`src/rtl/clint_if.sv`:
```
// Bus bundle between the pipeline and the core-local interrupt sequencer.
// The slave modport is the sequencer's view; master is the core/CSR side.
interface clint_if #(
   parameter int INT_W = 8
);
   logic [INT_W-1:0] int_flag;
   logic [31:0]      inst;
   logic [31:0]      inst_addr;
   logic             jump_flag;
   logic [31:0]      jump_addr;
   logic             hold_flag_ex;
   logic [31:0]      csr_mtvec;
   logic [31:0]      csr_mepc;
   logic [31:0]      csr_mstatus;
   logic             csr_we;
   logic [11:0]      csr_waddr;
   logic [31:0]      csr_wdata;
   logic             clear_flag_int;
   logic             int_assert;
   logic [31:0]      int_addr;

   modport slave (
      input  int_flag, inst, inst_addr, jump_flag, jump_addr, hold_flag_ex,
      input  csr_mtvec, csr_mepc, csr_mstatus,
      output csr_we, csr_waddr, csr_wdata, clear_flag_int, int_assert, int_addr
   );

   modport master (
      output int_flag, inst, inst_addr, jump_flag, jump_addr, hold_flag_ex,
      output csr_mtvec, csr_mepc, csr_mstatus,
      input  csr_we, csr_waddr, csr_wdata, clear_flag_int, int_assert, int_addr
   );
endinterface

```
`src/rtl/clint.sv`:
```
// Core-local interrupt/exception sequencer: on ecall/ebreak/interrupt it writes
// mepc, mstatus, mcause and redirects to mtvec; on mret it restores mstatus and returns to mepc.
module clint #(
   parameter int          INT_W       = 8,
   parameter logic [11:0] CSR_MSTATUS = 12'h300,
   parameter logic [11:0] CSR_MEPC    = 12'h341,
   parameter logic [11:0] CSR_MCAUSE  = 12'h342
) (
   input logic    clk,
   input logic    rst,
   clint_if.slave bus
);

   localparam logic [31:0] INST_ECALL  = 32'h0000_0073;
   localparam logic [31:0] INST_EBREAK = 32'h0010_0073;
   localparam logic [31:0] INST_MRET   = 32'h3020_0073;
   localparam logic [31:0] CAUSE_ECALL  = 32'd11;
   localparam logic [31:0] CAUSE_EBREAK = 32'd3;
   localparam logic [31:0] CAUSE_ASYNC  = 32'h8000_000B;

   typedef enum logic [2:0] {
      S_IDLE,
      S_MEPC,
      S_MSTATUS,
      S_MCAUSE,
      S_ASSERT,
      S_MRET
   } state_t;

   state_t      state_q;
   logic        csr_we_q;
   logic [11:0] csr_waddr_q;
   logic [31:0] csr_wdata_q;
   logic        int_assert_q;
   logic [31:0] int_addr_q;
   logic [31:0] cause_q;

   logic [INT_W-1:0] int_flag_w;
   logic        is_ecall;
   logic        is_ebreak;
   logic        is_mret;
   logic        idle;
   logic        take_sync;
   logic        take_async;
   logic        take_mret;
   logic [31:0] cause_d;
   logic [31:0] ret_addr_d;
   logic [31:0] mstatus_trap_d;
   logic [31:0] mstatus_mret_d;

   assign int_flag_w = bus.int_flag;
   assign is_ecall   = (bus.inst == INST_ECALL);
   assign is_ebreak  = (bus.inst == INST_EBREAK);
   assign is_mret    = (bus.inst == INST_MRET);
   assign idle       = (state_q == S_IDLE);

   // Priority: synchronous exception, then enabled interrupt, then mret.
   assign take_sync  = idle && (is_ecall || is_ebreak);
   assign take_async = idle && !(is_ecall || is_ebreak) && (|int_flag_w)
                       && bus.csr_mstatus[3] && !bus.hold_flag_ex;
   assign take_mret  = idle && !(is_ecall || is_ebreak) && !take_async && is_mret;

   always_comb begin
      cause_d    = is_ecall ? CAUSE_ECALL : (is_ebreak ? CAUSE_EBREAK : CAUSE_ASYNC);
      ret_addr_d = (take_async && bus.jump_flag) ? bus.jump_addr : bus.inst_addr;

      mstatus_trap_d    = bus.csr_mstatus;
      mstatus_trap_d[7] = bus.csr_mstatus[3];
      mstatus_trap_d[3] = 1'b0;

      mstatus_mret_d    = bus.csr_mstatus;
      mstatus_mret_d[3] = bus.csr_mstatus[7];
      mstatus_mret_d[7] = 1'b1;
   end

   // Each output word is computed on the edge that enters the state it belongs to.
   always_ff @(posedge clk) begin
      if (rst) begin
         state_q      <= S_IDLE;
         csr_we_q     <= 1'b0;
         csr_waddr_q  <= '0;
         csr_wdata_q  <= '0;
         int_assert_q <= 1'b0;
         int_addr_q   <= '0;
         cause_q      <= '0;
      end else begin
         case (state_q)
            S_IDLE: begin
               csr_we_q     <= 1'b0;
               csr_waddr_q  <= '0;
               csr_wdata_q  <= '0;
               int_assert_q <= 1'b0;
               int_addr_q   <= '0;
               if (take_sync || take_async) begin
                  state_q     <= S_MEPC;
                  csr_we_q    <= 1'b1;
                  csr_waddr_q <= CSR_MEPC;
                  csr_wdata_q <= ret_addr_d;
                  cause_q     <= cause_d;
               end else if (take_mret) begin
                  state_q     <= S_MRET;
                  csr_we_q    <= 1'b1;
                  csr_waddr_q <= CSR_MSTATUS;
                  csr_wdata_q <= mstatus_mret_d;
               end
            end
            S_MEPC: begin
               state_q     <= S_MSTATUS;
               csr_we_q    <= 1'b1;
               csr_waddr_q <= CSR_MSTATUS;
               csr_wdata_q <= mstatus_trap_d;
            end
            S_MSTATUS: begin
               state_q     <= S_MCAUSE;
               csr_we_q    <= 1'b1;
               csr_waddr_q <= CSR_MCAUSE;
               csr_wdata_q <= cause_q;
            end
            S_MCAUSE, S_MRET: begin
               state_q      <= S_ASSERT;
               csr_we_q     <= 1'b0;
               csr_waddr_q  <= '0;
               csr_wdata_q  <= '0;
               int_assert_q <= 1'b1;
               int_addr_q   <= (state_q == S_MRET) ? bus.csr_mepc : bus.csr_mtvec;
            end
            S_ASSERT: begin
               state_q      <= S_IDLE;
               csr_we_q     <= 1'b0;
               csr_waddr_q  <= '0;
               csr_wdata_q  <= '0;
               int_assert_q <= 1'b0;
               int_addr_q   <= '0;
            end
            default: begin
               state_q      <= S_IDLE;
               csr_we_q     <= 1'b0;
               csr_waddr_q  <= '0;
               csr_wdata_q  <= '0;
               int_assert_q <= 1'b0;
               int_addr_q   <= '0;
            end
         endcase
      end
   end

   // The flush request must reach ctrl in the trigger cycle itself, hence the combinational term.
   assign bus.clear_flag_int = !idle || take_sync || take_async || take_mret;
   assign bus.csr_we         = csr_we_q;
   assign bus.csr_waddr      = csr_waddr_q;
   assign bus.csr_wdata      = csr_wdata_q;
   assign bus.int_assert     = int_assert_q;
   assign bus.int_addr       = int_addr_q;

endmodule

```
`src/flat_wrapper.sv`:
```
// flat-port wrapper written by rule: the top's interface ports become plain ports
module clint_flat 
#(
   parameter int          INT_W       = 8,
   parameter logic [11:0] CSR_MSTATUS = 12'h300,
   parameter logic [11:0] CSR_MEPC    = 12'h341,
   parameter logic [11:0] CSR_MCAUSE  = 12'h342
)
  (clk, rst, bus_int_flag, bus_inst, bus_inst_addr, bus_jump_flag, bus_jump_addr, bus_hold_flag_ex, bus_csr_mtvec, bus_csr_mepc, bus_csr_mstatus, bus_csr_we, bus_csr_waddr, bus_csr_wdata, bus_clear_flag_int, bus_int_assert, bus_int_addr);
  clint_if #(.INT_W(INT_W)) bus_i ();
  input logic clk;
  input logic rst;
  input wire logic [$bits(bus_i.int_flag)-1:0] bus_int_flag;
  input wire logic [$bits(bus_i.inst)-1:0] bus_inst;
  input wire logic [$bits(bus_i.inst_addr)-1:0] bus_inst_addr;
  input wire logic [$bits(bus_i.jump_flag)-1:0] bus_jump_flag;
  input wire logic [$bits(bus_i.jump_addr)-1:0] bus_jump_addr;
  input wire logic [$bits(bus_i.hold_flag_ex)-1:0] bus_hold_flag_ex;
  input wire logic [$bits(bus_i.csr_mtvec)-1:0] bus_csr_mtvec;
  input wire logic [$bits(bus_i.csr_mepc)-1:0] bus_csr_mepc;
  input wire logic [$bits(bus_i.csr_mstatus)-1:0] bus_csr_mstatus;
  output wire logic [$bits(bus_i.csr_we)-1:0] bus_csr_we;
  output wire logic [$bits(bus_i.csr_waddr)-1:0] bus_csr_waddr;
  output wire logic [$bits(bus_i.csr_wdata)-1:0] bus_csr_wdata;
  output wire logic [$bits(bus_i.clear_flag_int)-1:0] bus_clear_flag_int;
  output wire logic [$bits(bus_i.int_assert)-1:0] bus_int_assert;
  output wire logic [$bits(bus_i.int_addr)-1:0] bus_int_addr;
  assign bus_i.int_flag = bus_int_flag;
  assign bus_i.inst = bus_inst;
  assign bus_i.inst_addr = bus_inst_addr;
  assign bus_i.jump_flag = bus_jump_flag;
  assign bus_i.jump_addr = bus_jump_addr;
  assign bus_i.hold_flag_ex = bus_hold_flag_ex;
  assign bus_i.csr_mtvec = bus_csr_mtvec;
  assign bus_i.csr_mepc = bus_csr_mepc;
  assign bus_i.csr_mstatus = bus_csr_mstatus;
  assign bus_csr_we = bus_i.csr_we;
  assign bus_csr_waddr = bus_i.csr_waddr;
  assign bus_csr_wdata = bus_i.csr_wdata;
  assign bus_clear_flag_int = bus_i.clear_flag_int;
  assign bus_int_assert = bus_i.int_assert;
  assign bus_int_addr = bus_i.int_addr;
  clint #(.INT_W(INT_W), .CSR_MSTATUS(CSR_MSTATUS), .CSR_MEPC(CSR_MEPC), .CSR_MCAUSE(CSR_MCAUSE)) u_core (.clk(clk), .rst(rst), .bus(bus_i));
endmodule
```
`config.mk`:
```
export PLATFORM = sky130hd
export DESIGN_NAME = clint_flat
export DESIGN_NICKNAME = d
export VERILOG_FILES = /design/src/rtl/clint_if.sv /design/src/rtl/clint.sv /design/src/flat_wrapper.sv
export SDC_FILE = /design/constraint.sdc
export NUM_CORES = 1
export LEC_CHECK = 0
export CORE_AREA = 2 2 109 111
export CTS_BUF_LIST = sky130_fd_sc_hd__clkbuf_4
export DETAILED_ROUTE_END_ITERATION = 8
export DIE_AREA = 0 0 111 113
export DONT_BUFFER_PORTS = 1
export GPL_ROUTABILITY_DRIVEN = 0
export SLEW_MARGIN = 20
export SYNTH_ARGS = -nofsm -noshare
export SYNTH_HDL_FRONTEND = slang
export SYNTH_SLANG_ARGS = --single-unit
```
`constraint.sdc`:
```
create_clock -name clk -period 2.7 [get_ports clk]
set_clock_uncertainty 0.1 [all_clocks]
set_input_delay 0.54 -clock clk [delete_from_list [all_inputs] [get_ports clk]]
set_output_delay 0.54 -clock clk [all_outputs]
set_load 0.02 [all_outputs]
```
==> metrics, run 1 <==
outcome completed; worst-path maximum fanout 5; largest family of logic cells by synthesized area compound AO/OA/AOI/OAI gates; DRC 0; Max H-tree Level 3; Via Count ~2700; DP HPWL 7790 µm; crit path time final between 2 and 2.5 ns; Setup TNS 0 ns; vias in the first global route approximately 2600; XOR/XNOR Fraction of Synth Area 0.259%; Clk Latency, worst-skew pair 0.41 ns; Worst Max-Slew Pin Slew around 0.56 ns; critical path cell sequence nor4b_1, nand4_1, nor3_1, a21oi_1, nand2_1; r2r startpoint u_core.state_q[2]; Syn. warnings 0; number of enable flip-flop cells after synthesis 0; CTS Hold Buffers Added 0; CTS buffer count 9; FF+latch count, synth 76; antenna cells 0; simple-gate share of the synthesized area 18.9%; DR vias/cell 5.55; proportion of layout cells with a drive suffix above 1 8.67%; global-route wire length before repair approximately 14000 µm; internal reg-to-reg setup slack 0.68 ns; Synth Area in Compound Gates 19.4%; Post-synth top flop dfxtp_1; Synth Area in Adders 0%; WL/cell 19.7 µm; RSZ-0062 raised after global routing false; Synth Area per Inst slightly below 10 µm²; worst hold path class in2reg; Synth Cell Area 0.00338 mm²; critical path class in2out; Max Freq around 410 MHz; count of input and output buffers 0; pins over their slew limit 0; Worst Hold Endpoint u_core.cause_q[1]; core area 0.0113 mm²; Worst R2R End u_core.bus.csr_wdata[22]; Leak approximately 1.5 nW; commonest cells after routing, fill and taps aside dfxtp_1 (76), nand2_1 (45), mux2i_1 (33), o21ai_0 (33), a221o_1 (30); Nets about 550; Final period util 89.3%; CTS sink cnt 76; WP data arrival 1.77 ns; Largest stage delay, worst path 0.31 ns; CTS tree done; Die H between 100 and 150 µm; Power Total 2.32 mW; Worst Reg2Reg Path Length in Cells 6; Die X about 110 µm; Async SR Flop Fraction 0%; CTS Root Cell clkbuf_4; IO Count 283; largest net degree at the start of global routing 37; Mapped Cells 350; Hold Path Origin rst; WP data required ~2.1 ns; final WL between 9000 and 10000 µm; Site Rows 39; Die ar. 0.0125 mm²; final setup vio count 0; Setup crit start kind input pin; Cell Pwr Density 631 mW/mm²; CP Capture Type primary output; commonest non-fill, non-tap cell in the layout dfxtp_1; clk buf depth 2; Slowest-stage cell, CP nor3_1; Peak supply drop 0.000268 V; Max Cap Viol 0; Final ANT Viol Nets 0; Hold Path Stages 1; Detailed Routing Iterations Pass 1 4; gr usage total 14.8%; initial antenna violation count 1; post-CTS setup repair buffer count 0; cts repair resizes 0; Starting DRT DRC Count 149; Final Hold Vio Count 0; mux cell area share after synthesis 9.77%; Yosys cell types 45; sequential share of the synthesized area a little under half; Initial Utilization 30.0%; P&R area growth vs syn 8.81%; clk slew on worst S/H paths 0.11 ns; max_slew headroom a little over three fifths; grt ovf 0
==> sequential cells by signal, summed over array words and instances (netlist names) <==
register	flops
u_core.bus.csr_wdata	32
u_core.bus.int_addr	32
u_core.bus.csr_waddr	4
u_core.cause_q	3
u_core.state_q	3
u_core.bus.csr_we	1
u_core.bus.int_assert	1
==> final cells by class <==
| type | count | area (µm²) |
|---|---|---|
| clock inverter | 6 | 104 |
| inverter | 4 | 15.0 |
| fill | 1145 | 7590 |
| clock buffer | 9 | 67.6 |
| multi-input combinational | 242 | 1670 |
| sequential | 76 | 1520 |
| timing repair buffer | 9 | 118 |
| tap | 143 | 179 |
==> how the worst max path moves through the flow <==
stage / slack [ns] / start / depth (start not counted) / end
6_report: 0.29 / bus_inst[15] / 5 / bus_clear_flag_int
5_1_grt: 0.05 / bus_inst[24] / 5 / bus_clear_flag_int
4_1_cts: 0.27 / bus_inst[24] / 5 / bus_clear_flag_int
3_5_place_dp: 0.12 / bus_inst[24] / 5 / u_core.bus.csr_wdata[7]
3_3_place_gp: 0.17 / bus_inst[24] / 5 / u_core.bus.csr_wdata[7]
2_1_floorplan: 0.10 / bus_inst[12] / 4 / bus_clear_flag_int
==> synthesized netlist by cell type (2+ instances only) <==
| cell type | n | share of area (%) |
|---|---|---|
| a41o_1 | 3 | 0.89 |
| nand4_1 | 2 | 0.37 |
| a221oi_1 | 2 | 0.52 |
| nand2_1 | 46 | 5.1 |
| buf_2 | 4 | 0.59 |
| buf_6 | 5 | 1.7 |
| a221o_1 | 30 | 8.9 |
| nor3_1 | 5 | 0.74 |
| a21oi_1 | 5 | 0.74 |
| nor2_1 | 7 | 0.78 |
| inv_1 | 4 | 0.44 |
| buf_4 | 9 | 2.0 |
| nor4_1 | 4 | 0.74 |
| mux2i_1 | 33 | 9.8 |
| o21bai_1 | 3 | 0.67 |
| nor3b_1 | 27 | 6.0 |
| nor2b_1 | 2 | 0.37 |
| nor4b_1 | 5 | 1.3 |
| nand3_1 | 3 | 0.44 |
| or3_1 | 2 | 0.37 |
| buf_1 | 3 | 0.33 |
| dfxtp_1 | 76 | 45 |
| a21boi_0 | 3 | 0.67 |
| clkbuf_1 | 13 | 1.4 |
| o21ai_0 | 33 | 4.9 |
| nand2b_1 | 2 | 0.37 |
==> power breakdown <==
part	leakage [nW]	switching (mW)	internal [mW]	total [mW]
clock network	0.0932	0.380	0.458	0.838
registers	0.617	0.0912	1.18	1.27
logic	0.819	0.118	0.0966	0.215
total	1.53	0.589	1.73	2.32
==> stage by stage <==
step / util, % / cell area [µm²] / instances / setup WS, ns / hold slack [ns]
2_1_floorplan: - / 3400 / 356 / 0.102 / 0.326
4_1_cts: 32.6 / 3680 / 489 / 0.269 / 0.0339
3_3_place_gp: 31.1 / 3510 / 474 / 0.167 / 0.335
6_report: 32.6 / 3680 / 489 / 0.289 / 0.0860
3_5_place_dp: 31.1 / 3510 / 474 / 0.124 / 0.336
5_1_grt: 32.6 / 3680 / 489 / 0.0537 / 0.0397
==> worst max-delay path: cells and delay by family <==
kind             cells  cell delay [ns]
AO/OA/AOI/OAI        1             0.19
AND/OR/NAND/NOR      4             1.04
==> cell families (layout without fill, tap and decap cells) <==
kind of cell / Yosys count / in the layout
and+or+nand+nor: 114 / 114
AOI/OAI and AO/OA: 87 / 87
DFF: 76 / 76
buffers and inverters: 38 / 28
muxes: 33 / 33
other: 1 / 7
xor gates and xnor gates: 1 / 1
==> per-layer routing <==
metal	wire [µm]	share of wire, %	GRT usage (%)	up-vias
met2	4870	50	25.4	183
met5	0	0	0	-
met4	142	1.5	5.50	0
li1	-	-	-	1271
met1	3650	38	16.8	1248
met3	995	10	5.52	12
No activity file was read; power rests on OpenSTA's default activity.
==> run 2: changes to the inputs <==
Settings changed: HOLD_SLACK_MARGIN from default to 0.12.
Clock period 2.7 ns to 2.42 ns, I/O delays scaled along.
==> run 2 against run 1 <==
  * Final cell count increased by 16%
  * Hold slack improved by 0.075 ns
  * First-iteration DRC count up 57%
  * Sequential power grew 12%
  * Critical endpoint is now u_core.bus.csr_wdata[1]
==> metrics, run 2 (synthesized netlist as in run 1, its figures left out) <==
antenna cells 0 (unchanged); CTS tree done; Critical Path End u_core.bus.csr_wdata[1]; DP HPWL 7690 µm (-1.3%); CP Capture Type flop; DRC 0 (unchanged); Die ar. 0.0125 mm² (unchanged); worst hold path class in2reg; Die X 111 µm (unchanged); critical path class in2reg; Worst Reg2Reg Path Length in Cells 8 (+2); Final Hold Vio Count 0 (unchanged); final setup vio count 0 (unchanged); commonest non-fill, non-tap cell in the layout dfxtp_1; Worst Max-Slew Pin Slew 0.704 ns (+0.142 ns); proportion of layout cells with a drive suffix above 1 10.6% (+1.9 points); Site Rows 39 (unchanged); WL/cell 19.3 µm (-2.5%); commonest cells after routing, fill and taps aside dfxtp_1 (75), dlygate4sd3_1 (69), nand2_1 (45); Critical Path Source bus_inst[12]; global-route wire length before repair 15900 µm (+10%); Max Cap Viol 0 (unchanged); final core occ 39.0% (+6.4 points); gr usage total 16.1% (+1.3 points); r2r startpoint u_core.state_q[0]; Worst R2R End u_core.bus.csr_wdata[1]; Initial Utilization 30.0% (unchanged); CTS buffer count 9 (unchanged); DR vias/cell 5.38 (-3.1%); Finished Layout Cells 568 (+16%); WP data arrival 2.66 ns (+0.89 ns); Final ANT Viol Nets 0 (unchanged); Max H-tree Level 3 (unchanged); outcome completed; Final period util a little over nine tenths; Via Count 3056 (+13%); clk buf depth 2 (unchanged); Setup crit start kind input pin; Leak 1.83 nW (+20%); internal reg-to-reg setup slack 0.18 ns (-0.50 ns); CTS sink cnt 76 (unchanged); Starting DRT DRC Count 234 (+57%); initial antenna violation count 1 (unchanged); Die H 113 µm (unchanged); count of input and output buffers 0 (unchanged); DP Area 0.00352 mm² (+0.43%); Detailed Routing Iterations Pass 1 4 (unchanged); CTS Root Cell clkbuf_4; max_slew headroom 53.0% (-9.5 points); WP data required 2.70 ns (+0.64 ns); Cell Pwr Density 556 mW/mm² (-12%); RSZ-0062 raised after global routing false; clk slew on worst S/H paths 0.14 ns (+0.03 ns); Max Freq ~420 MHz; # placed instances 477 (+0.63%); Nets 624 (+14%); largest net degree at the start of global routing 37 (unchanged); core area 0.0113 mm² (unchanged); pins over their slew limit 0 (unchanged); final WL 10900 µm (+13%); P&R area growth vs syn 30.1%; IO Count 283 (unchanged); worst-path maximum fanout 15 (+10); grt ovf 0 (unchanged); crit path time final 2.38 ns; Final Instance Area 0.00440 mm² (+20%); Clk Latency, worst-skew pair 0.41 ns (about the same); Peak supply drop 0.000281 V (+4.7%); vias in the first global route 3057 (+17%)
## run 2: layer usage
layer / GRT usage (%) / vias to the layer above / part of all wire (%) / routed length, µm
li1: - / 1428 / - / -
met1: 18.5 / 1435 / 39 / 4310
met2: 28.2 / 180 / 50 / 5470
met3: 5.62 / 11 / 9.3 / 1020
met4: 4.83 / 2 / 1.1 / 119
met5: 0 / - / 0.11 / 12
## run 2: cell type report
class	instances	area, µm²
fillers	1105	6870
inverters	4	15.0
clock inverters	6	41.3
multi-input cells	242	1680
well taps	143	179
clock buffers	10	75.1
flip-flops and latches	76	1520
repair buffers	87	881
## run 2: metrics by stage
stage	worst slack [ns]	hold WS, ns	power (mW)	TNS [ns]
5_1_grt	0.0221	0.126	2.58	0
3_5_place_dp	-0.157	0.340	1.69	-0.157
4_1_cts	0.0261	0.123	2.46	0
3_3_place_gp	-0.144	0.344	1.68	-0.144
6_report	0.0420	0.161	2.45	0
2_1_floorplan	0.122	0.326	1.64	0
## run 2: power breakdown
part	leakage [nW]	switching, mW	internal [mW]
sequential	0.617	0.104	1.31
clock	0.0584	0.457	0.220
combinational	1.16	0.163	0.189
total	1.83	0.724	1.72
## run 2: worst min-delay path by stage
stage                     depth (start not counted)                       to              start
after CTS                                         2   u_core.bus.int_addr[7]    bus_csr_mepc[7]
after detailed placement                          2        u_core.cause_q[1]  u_core.cause_q[1]
after global placement                            2        u_core.cause_q[1]  u_core.cause_q[1]
after floorplan                                   2        u_core.cause_q[1]  u_core.cause_q[1]
after global routing                              2  u_core.bus.int_addr[26]   bus_csr_mepc[26]
final                                             2   u_core.bus.int_addr[8]    bus_csr_mepc[8]
## run 2: repair_timing
| item | 4_1_cts | 5_1_grt |
|---|---|---|
| hold buffers | 65 | 4 |
| hold endpoints to repair | 36 | 2 |
| gates resized for setup | 0 | 3 |
| setup buffers | 0 | 5 |
| setup endpoints to repair | 0 | 4 |
## run 2: critical path, stage by stage
cell	delay, ns
or4_4	0.56
or4_4	0.56
a21oi_4	0.20
buf_12	0.16
a221o_1	0.15
dlygate4sd3_1	0.54
==> run 3: changes to the inputs <==
==> constraint.sdc (replaced) <==
create_clock -name clk -period 2.6 [get_ports clk]
set_clock_uncertainty 0.1 [all_clocks]
set_input_delay 0.26 -clock clk [delete_from_list [all_inputs] [get_ports clk]]
set_output_delay 0.26 -clock clk [all_outputs]
set_load 0.02 [all_outputs]
==> run 3 against run 2 <==
  * The flow now stops in clock tree synthesis
  * Synthesized area unchanged
  * Synthesized cell count unchanged
==> metrics, run 3 <==
outcome did not finish; Last stage clock tree synthesis; first error [ERROR RSZ-0060] Max buffer count reached.; DP HPWL 7650 µm (-0.44%); dpl ws 0.158 ns (+0.315 ns); CTS Hold Buffers Added 101 (+55%); cts repair resizes 0 (unchanged); Synth Area per Inst 9.66 µm² (unchanged); FF+latch count, synth 76 (unchanged); sequential share of the synthesized area 45.0% (unchanged); IO Count 283 (unchanged); count of input and output buffers 0 (unchanged); ranking of synthesized cells by area dfxtp_1 (45%), mux2i_1 (9.8%), a221o_1 (8.9%), nor3b_1 (6.0%), nand2_1 (5.1%); number of enable flip-flop cells after synthesis 0 (unchanged); most common cell in the netlist dfxtp_1; Syn. warnings 0 (unchanged); Site Rows 39 (unchanged); Max H-tree Level 3 (unchanged); CTS Root Cell clkbuf_4; Post-synth top flop dfxtp_1; Synth Cell Area 0.00338 mm² (unchanged); Async SR Flop Fraction 0% (unchanged); post-CTS setup repair buffer count 0 (unchanged); clk buf depth 2 (unchanged); commonest cells in the netlist dfxtp_1 (76), nand2_1 (46), mux2i_1 (33), o21ai_0 (33), a221o_1 (30); area leader, netlist dfxtp_1; Initial Utilization 30.0% (unchanged); Die X 111 µm (unchanged); Yosys cell types 45 (unchanged); CTS buffer count 9 (unchanged); top cell type's share of synthesized area 45.0% (unchanged); CTS sink cnt 76 (unchanged); Mapped Cells 350 (unchanged); Die H 113 µm (unchanged)
## run 3: cell counts after synthesis
Identical to the previous run, type by type.
## run 3: stage by stage
step | hold WS (ns) | std cells | cell area (µm²)
floorplan | 0.272 | 356 | 3400
global placement | 0.233 | 475 | 3490
detailed placement | 0.233 | 475 | 3490
## run 3: logic make-up after synthesis
group | synth area share (%)
compound gates | 19.4
xor+xnor | 0.259
buf+inv | 6.48
flops | 45.0
mux | 9.77
other cells | 0.111
simple gates | 18.9
==> run 4: changes to the inputs <==
Settings changed: CORE_AREA 2 2 109 111 to 2 2 110 112, CTS_BUF_LIST sky130_fd_sc_hd__clkbuf_4 to default, DIE_AREA 0 0 111 113 to 0 0 112 114, HOLD_SLACK_MARGIN 0.12 to default, PLACE_DENSITY_LB_ADDON from default to 0.15.
==> run 4 against run 3 <==
  * The flow now finishes without violations
==> metrics, run 4 (synthesized netlist as in run 1, its figures left out) <==
Peak supply drop 0.000327 V; Max Cap Viol 0; Leak 1.85 nW; Crit path depth 7; Max Freq 413 MHz; clk slew on worst S/H paths 0.06 ns; gr usage total 15.5%; DRC 0; Critical Path Source u_core.state_q[2]; commonest cells after routing, fill and taps aside dfxtp_1 (76), dlygate4sd3_1 (63), nand2_1 (45); Setup crit start kind flop; max_slew headroom 29.1%; critical path's top delay family buffers and inverters; CP bufs+invs 2; # placed instances 479 (+0.84%); Detailed Routing Iterations Pass 1 6; initial antenna violation count 0; P&R area growth vs syn 30.5%; Final period util 93.1%; CTS Root Cell clkbuf_16; IO Count 283 (unchanged); post-CTS setup repair buffer count 0 (unchanged); RSZ-0062 raised after global routing false; final core occ 37.7%; Nets 610; most frequent CP cell nor2_1; commonest non-fill, non-tap cell in the layout dfxtp_1; WP data required between 2 and 3 ns; critical path class reg2reg; Die H 114 µm (+0.88%); clk buf depth 2 (unchanged); Site Rows 40 (+2.6%); final WL 10500 µm; vias in the first global route 2921; Critical Path End u_core.bus.csr_wdata[1]; WP data arrival about 2.5 ns; Slowest-stage cell, CP dlygate4sd3_1; fill count 1180; grt ovf 0; critical path cell sequence or3_1, nor2_1, nand3_1, buf_4, nor2_1, a221o_1, dlygate4sd3_1; Final Hold Vio Count 0; Die X 112 µm (+0.90%); count of input and output buffers 0 (unchanged); CTS buffer count 9 (unchanged); worst hold path class in2reg; CTS sink cnt 76 (unchanged); Worst R2R End u_core.bus.csr_wdata[1]; antenna cells 0; r2r startpoint u_core.state_q[2]; Largest stage delay, worst path around 0.56 ns; area taken by multi-input logic gates between 0.0015 and 0.002 mm²; internal reg-to-reg setup slack approximately 0.18 ns; Final ANT Viol Nets 0; Initial Utilization 28.9% (-1.1 points); largest net degree at the start of global routing 37; Setup TNS 0 ns; worst-path maximum fanout 29; crit path time final 2.42 ns; pins over their slew limit 0; core area 0.0117 mm²; Cell Pwr Density about 640 mW/mm²; Worst Reg2Reg Path Length in Cells 7; DP HPWL 7470 µm (-2.4%); Via Count between 2000 and 3000; Worst Max-Slew Pin Slew 1.06 ns; proportion of layout cells with a drive suffix above 1 7.80%; CTS tree done; global-route wire length before repair around 15000 µm; Max H-tree Level 3 (unchanged); Starting DRT DRC Count about 120; CP Capture Type flop; DR vias/cell 5.29; Register Area 0.00152 mm²; outcome completed; final setup vio count 0; Clk Latency, worst-skew pair 0.33 ns; Finished Layout Cells between 500 and 600; Die ar. 0.0128 mm²; WL/cell 18.9 µm
run 4: repair_timing:
action                                 4_1_cts  5_1_grt
gates resized for setup                      0        1
setup endpoints to repair                    0        2
hold buffers                                63        0
endpoints found under the hold margin       35        0
run 4: power breakdown:
group | switching (mW) | internal [mW] | leakage [nW]
combinational | 0.145 | 0.164 | 1.09
clock | 0.459 | 0.734 | 0.142
sequential | 0.0969 | 1.22 | 0.617
run 4: worst min path at each step:
stage,start,to,depth (start not counted)
after floorplan,bus_inst[20],u_core.cause_q[3],1
after global placement,rst,u_core.cause_q[1],1
after detailed placement,rst,u_core.cause_q[1],1
after CTS,bus_csr_mepc[24],u_core.bus.int_addr[24],2
after global routing,bus_csr_mepc[24],u_core.bus.int_addr[24],2
final,bus_csr_mepc[3],u_core.bus.int_addr[3],2
run 4: through the flow:
stage	total power, mW	setup slack [ns]	area [µm²]	hold WS [ns]
after floorplan	1.53	0.562	3400	0.272
after global placement	1.57	0.195	3490	0.233
after detailed placement	1.57	0.106	3490	0.235
after CTS	2.88	0.158	4410	0.00821
after global routing	2.95	0.0223	4410	0.00767
final	2.82	0.180	4410	0.0218
run 4: worst reg2reg max path: cells and delay by family (launching register included):
kind / cells / cell delay (ns)
AOI/OAI and AO/OA: 1 / 0.36
DFF: 1 / 0.50
and+or+nand+nor: 4 / 0.48
buffers and inverters: 2 / 0.88
run 4: cell type report:
| cell class | instances | share of cell area (%) |
|---|---|---|
| multi-input cells | 242 | 38.0 |
| flip-flops and latches | 76 | 34.5 |
| repair buffers | 73 | 16.6 |
| well taps | 147 | 4.17 |
| clock buffers | 10 | 5.19 |
| inverters | 4 | 0.340 |
| clock inverters | 5 | 1.22 |
run 4: routing by layer:
layer / global-route usage [%] / routed length [µm] / share of wire (%) / vias to the layer above
li1: - / - / - / 1397
met1: 17.7 / 4040 / 38 / 1358
met2: 26.9 / 5190 / 49 / 187
met3: 6.27 / 1220 / 12 / 6
met4: 4.63 / 92 / 0.87 / 0
met5: 0 / 0 / 0 / -
